`config.mk`:
```
export PLATFORM = sky130hd
export DESIGN_NAME = status_cs_scheduler
export DESIGN_NICKNAME = d
export VERILOG_FILES = /design/src/rtl/status_cs_scheduler.sv
export SDC_FILE = /design/constraint.sdc
export NUM_CORES = 1
export LEC_CHECK = 0
export ABC_AREA = 0
export CAP_MARGIN = 20
export CORE_MARGIN = 4
export CORE_UTILIZATION = 50
export CTS_CLUSTER_DIAMETER = 40
export DETAILED_ROUTE_END_ITERATION = 10
export PLACE_DENSITY = 0.69
export SLEW_MARGIN = 15
export SYNTH_ARGS = -nofsm -noshare
export SYNTH_HDL_FRONTEND = slang
export SYNTH_SLANG_ARGS = --single-unit
```
`constraint.sdc`:
```
create_clock -name clk -period 1.45 [get_ports clk]
set_input_delay 0.145 -clock clk [delete_from_list [all_inputs] [get_ports clk]]
set_output_delay 0.145 -clock clk [all_outputs]
set_load 0.005 [all_outputs]
```
`src/rtl/status_cs_scheduler.sv`:
```
// Purpose : time-slices CHANNELS active-low status chip selects round-robin over the opt enable mask.
// Latency : first chip select drops two edges after a nonzero opt is first seen in IDLE; slot SLOT_CYCLES, gap GUARD_CYCLES+1.
// Backpressure: none on the datapath; clearing opt[active_idx] truncates the slot, hold (STATUS_CS_HOLD_EN) stretches it.
//
// Ports:
//   clk, rst_n     single clock, asynchronous active-low reset
//   opt            per-channel enable mask (bit i enables channel i)
//   cs_n           registered active-low chip selects, at most one low
//   active_idx     registered index of the current / last selected channel
//   slot_start     one-cycle pulse on the first cycle a chip select is low
//   hold           only when STATUS_CS_HOLD_EN is defined: freezes the running slot
// Optional feature macro: STATUS_CS_HOLD_EN (undefined by default -> no hold port).

module status_cs_scheduler #(
    parameter int CHANNELS     = 2,
    parameter int SLOT_CYCLES  = 1024,
    parameter int GUARD_CYCLES = 4
) (
    input  logic                                           clk,
    input  logic                                           rst_n,
    input  logic [CHANNELS-1:0]                            opt,
    output logic [CHANNELS-1:0]                            cs_n,
    output logic [((CHANNELS > 1) ? $clog2(CHANNELS) : 1)-1:0] active_idx,
    output logic                                           slot_start
`ifdef STATUS_CS_HOLD_EN
    ,
    input  logic                                           hold
`endif
);

    localparam int IW   = (CHANNELS > 1) ? $clog2(CHANNELS) : 1;
    localparam int MAXC = (SLOT_CYCLES > GUARD_CYCLES) ? SLOT_CYCLES : GUARD_CYCLES;
    localparam int CW   = (MAXC > 1) ? $clog2(MAXC + 1) : 1;

    // Counters count down to zero; loading N-1 gives exactly N cycles in the state.
    localparam logic [CW-1:0] SLOT_LOAD  = CW'(SLOT_CYCLES - 1);
    localparam logic [CW-1:0] GUARD_LOAD = CW'(GUARD_CYCLES - 1);

    typedef enum logic [1:0] {
        S_IDLE   = 2'd0,
        S_SELECT = 2'd1,
        S_ACTIVE = 2'd2,
        S_GUARD  = 2'd3
    } state_t;

    state_t              state_q, state_d;
    logic [CW-1:0]       cnt_q, cnt_d;
    logic [IW-1:0]       idx_q, idx_d;
    logic [CHANNELS-1:0] cs_n_d;
    logic                slot_start_d;

    logic                pick_hi_vld;
    logic [IW-1:0]       pick_hi;
    logic [IW-1:0]       pick_lo;
    logic [IW-1:0]       pick_idx;
    logic                cur_en;
    logic                hold_req;

`ifdef STATUS_CS_HOLD_EN
    assign hold_req = hold;
`else
    assign hold_req = 1'b0;
`endif

    assign cur_en = opt[idx_q];

    // Round-robin pick: lowest enabled index above idx_q, otherwise wrap to the
    // lowest enabled index at or below it (which may be idx_q itself). Scanning
    // downwards lets the last hit in each half be the lowest one.
    always_comb begin
        pick_hi_vld = 1'b0;
        pick_hi     = '0;
        pick_lo     = '0;
        for (int i = CHANNELS - 1; i >= 0; i--) begin
            if (opt[i]) begin
                if (i > int'(idx_q)) begin
                    pick_hi_vld = 1'b1;
                    pick_hi     = IW'(i);
                end else begin
                    pick_lo = IW'(i);
                end
            end
        end
        pick_idx = pick_hi_vld ? pick_hi : pick_lo;
    end

    always_comb begin
        state_d      = state_q;
        cnt_d        = cnt_q;
        idx_d        = idx_q;
        slot_start_d = 1'b0;
        cs_n_d       = '1;

        case (state_q)
            S_IDLE: begin
                if (|opt) begin
                    state_d = S_SELECT;
                    cnt_d   = '0;
                end
            end
            S_SELECT: begin
                if (!(|opt)) begin
                    state_d = S_IDLE;
                    cnt_d   = '0;
                end else begin
                    state_d      = S_ACTIVE;
                    idx_d        = pick_idx;
                    cnt_d        = SLOT_LOAD;
                    slot_start_d = 1'b1;
                end
            end
            S_ACTIVE: begin
                // Losing the enable beats hold: the select is released next edge.
                if (!cur_en) begin
                    state_d = S_GUARD;
                    cnt_d   = GUARD_LOAD;
                end else if (hold_req) begin
                    cnt_d = cnt_q;
                end else if (cnt_q == '0) begin
                    state_d = S_GUARD;
                    cnt_d   = GUARD_LOAD;
                end else begin
                    cnt_d = cnt_q - CW'(1);
                end
            end
            S_GUARD: begin
                if (cnt_q == '0) begin
                    state_d = S_SELECT;
                    cnt_d   = '0;
                end else begin
                    cnt_d = cnt_q - CW'(1);
                end
            end
            default: begin
                state_d = S_IDLE;
                cnt_d   = '0;
            end
        endcase

        // Outputs are registered from the next state so cs_n tracks the state exactly.
        if (state_d == S_ACTIVE) begin
            cs_n_d[idx_d] = 1'b0;
        end
    end

    always_ff @(posedge clk or negedge rst_n) begin
        if (!rst_n) begin
            state_q    <= S_IDLE;
            cnt_q      <= '0;
            idx_q      <= IW'(CHANNELS - 1);
            cs_n       <= '1;
            slot_start <= 1'b0;
        end else begin
            state_q    <= state_d;
            cnt_q      <= cnt_d;
            idx_q      <= idx_d;
            cs_n       <= cs_n_d;
            slot_start <= slot_start_d;
        end
    end

    assign active_idx = idx_q;

endmodule
```
==> reports/results.txt <==
synth cell count leaders = dfrtp_1 (14), inv_1 (11), nand2_1 (9)
CTS tree = done
status = finished, violations left
grt total ovfl = 0
antenna cells = 0
HPWL Detailed = 1730 um
sequential power share = 0.277
# H-tree levels = 1
RSZ-0062 raised after global routing = yes
clock buffer depth = 2
min cycle time layout = 1.66 ns
met2 Usage GRT = 0.363
Critical Path Source Type = register
dpl ws = -0.181 ns
first-pass GRT wire length = 4330 um
synthesized area per cell = 10.1 sq um
top_reg_cell synth = dfrtp_1
hold_buf cts = 0
global placer's final weighted congestion = 0.857
Leak = 0.664 nW
GRT Total Usage = 0.216
failing checks = negative setup slack
GR Util met3 = 0.0394
total net switching power = 0.00129 W
row count = 16
sequential area share after synthesis = 0.419
Buf/Inv on CP = 1
die area = 2840 sq um
vias per cell = 5.54
placed insts = 162
critical path, cell by cell = mux2_4 -> o21a_4 -> buf_6 -> a41oi_2 -> o21ai_1
area grow syn2layout = 49.5%
starting DRC count in detailed routing = 11
Mapped Cells = 101
GR Util met1 = 0.259
largest net degree at the start of global routing = 18
Synth top area share = 0.342
Int Pwr = 0.00191 W
endpoints failing hold = 0
die span in x = 53.3 um
Worst Setup Path Type = register to register
CP Data Required Time = 1.63 ns
drt pass-1 iters = 4
Post-synth EDFFs = 0
Synth async-reset ratio = 1.00
slowest cell on the critical path = dfstp_2
largest stage delay on the critical path = 0.55 ns
setup violators final = 15
Post-Syn Nets = 106
post-synthesis cell type count = 39
antenna violations before repair = 0
clock sinks = 17
Worst Setup Slack, final = -0.206 ns
WP data arrival = 1.84 ns
Max Transition Viols Final = 0
logic gate share of total power = 0.639
R2R cell count = 5
flop2flop setup slack = -0.21 ns
#FFs+latches synth = 17
Clock Skew = 0.00501 ns
Initial Utilization = 0.522
count leader, synth = dfrtp_1
delay-heaviest family, CP = flip-flops
grt peak-use layer = met2
layout cell share with drive strength beyond 1 = 0.459
RR Startpoint = active_idx
CP max FO = 8
Reg clk slew, reported paths = 0.10 ns
Final #Nets = 154
final WL = 2720 um
boundary pin count = 8
Syn. warnings = 0
Core Area = 1960 sq um
CTS root buf = clkbuf_4
Vias = 970
ranking of synthesized cells by area = dfrtp_1 (34%), dfstp_2 (7.7%), a31oi_1 (4.3%)
cell area after synthesis = 1020 sq um
post-route cell area = 1530 sq um
Switching Share = 0.402
die height = 53.3 um
Max-slew headroom = 0.754
crit share post-route = 1.14
Synth area leader = dfrtp_1
drt drc = 0
Max Clk Rate = 0.604 GHz
vias in the first global route = 984
Clock Latency Late Sink = 0.30 ns
Area after DPL = 1340 sq um
max cap viols = 0
Worst setup EP type = register
PD cells = 2090 nW/um^2
Routed Antenna Nets = 0
Final Non-Filler Cells = 175
Routed WL per cell = 15.5 um
Port Buf Inserts = 7
worst slew pin tran = 0.368 ns
CTS Buf Count = 3
Worst Hold Class = input pin to async pin
Worst VDD drop = 1.49 mV
RR Endpoint = cnt_q[2]
clock network power share = 0.083
## routing by layer
metal / routed length (um) / vias up
li1: - / 468
met1: 1220 / 482
met2: 1370 / 15
met3: 83 / 5
met4: 42 / 0
met5: 0 / -
## layout by cell type (no fill, tap or decap), drive strengths merged, types with 5 or more instances in the layout
cell and n:
buf 38, dfrtp 14, inv 12, nand2 9, o21ai 7, a31oi 7, a21oi 6, clkbuf 5
## worst max path at each step
| stage | from | endpoint | slack [ns] | cells past startpoint |
|---|---|---|---|---|
| after global routing | cnt_q[1] | cnt_q[6] | -0.35 | 7 |
| after CTS | cnt_q[1] | cnt_q[0] | -0.17 | 8 |
| after detailed placement | opt[0] | cnt_q[6] | -0.18 | 5 |
| after global placement | opt[0] | cnt_q[6] | -0.14 | 5 |
| final | active_idx | cnt_q[2] | -0.21 | 5 |
| after floorplan | active_idx | cnt_q[6] | -0.17 | 4 |
## state kept, by name, indices dropped and copies added, names as in the netlist
name / flops
cnt_q: 11
cs_n: 2
state_q: 2
active_idx: 1
slot_start: 1
## power by group through the flow
stage	logic [W]	registers [W]	clock network (W)
6_report	0.00205	0.000888	0.000266
5_1_grt	0.00222	0.000920	0.000294
4_1_cts	0.00185	0.000879	0.000275
3_5_place_dp	0.00164	0.000898	0
3_3_place_gp	0.00160	0.000890	0
2_1_floorplan	0.000921	0.000931	0
## cell families after synthesis
| group | Yosys count | synth area share |
|---|---|---|
| AOI/OAI and AO/OA | 36 | 0.276 |
| and+or+nand+nor | 30 | 0.197 |
| DFF | 17 | 0.419 |
| buffers and inverters | 15 | 0.0733 |
| xor gates and xnor gates | 1 | 0.00855 |
| muxes | 1 | 0.0146 |
| adders and majority gates | 1 | 0.0122 |
## layout make-up
type,instances,area (sq um)
well taps,27,33.8
fillers,140,430
repair buffers,46,408
clock buffers,4,26.3
inverters,12,45.0
flip-flops and latches,17,429
multi-input cells,69,589
## timing repair
item,in CTS,in global routing
pin swaps,8,9
gates resized for setup,11,8
setup buffers,6,2
gates cloned,0,1
setup endpoints to repair,17,15
## per-stage QoR
stage | power, W | util | hold WS, ns | setup TNS (ns)
floorplan | 0.00185 | - | -0.151 | -1.05
global placement | 0.00248 | 0.684 | 0.479 | -1.11
detailed placement | 0.00254 | 0.684 | 0.487 | -1.45
CTS | 0.00300 | 0.739 | 0.167 | -1.84
global route | 0.00343 | 0.781 | 0.178 | -4.08
finish | 0.00320 | 0.781 | 0.157 | -2.25
No activity file was read; power rests on OpenSTA's default activity.
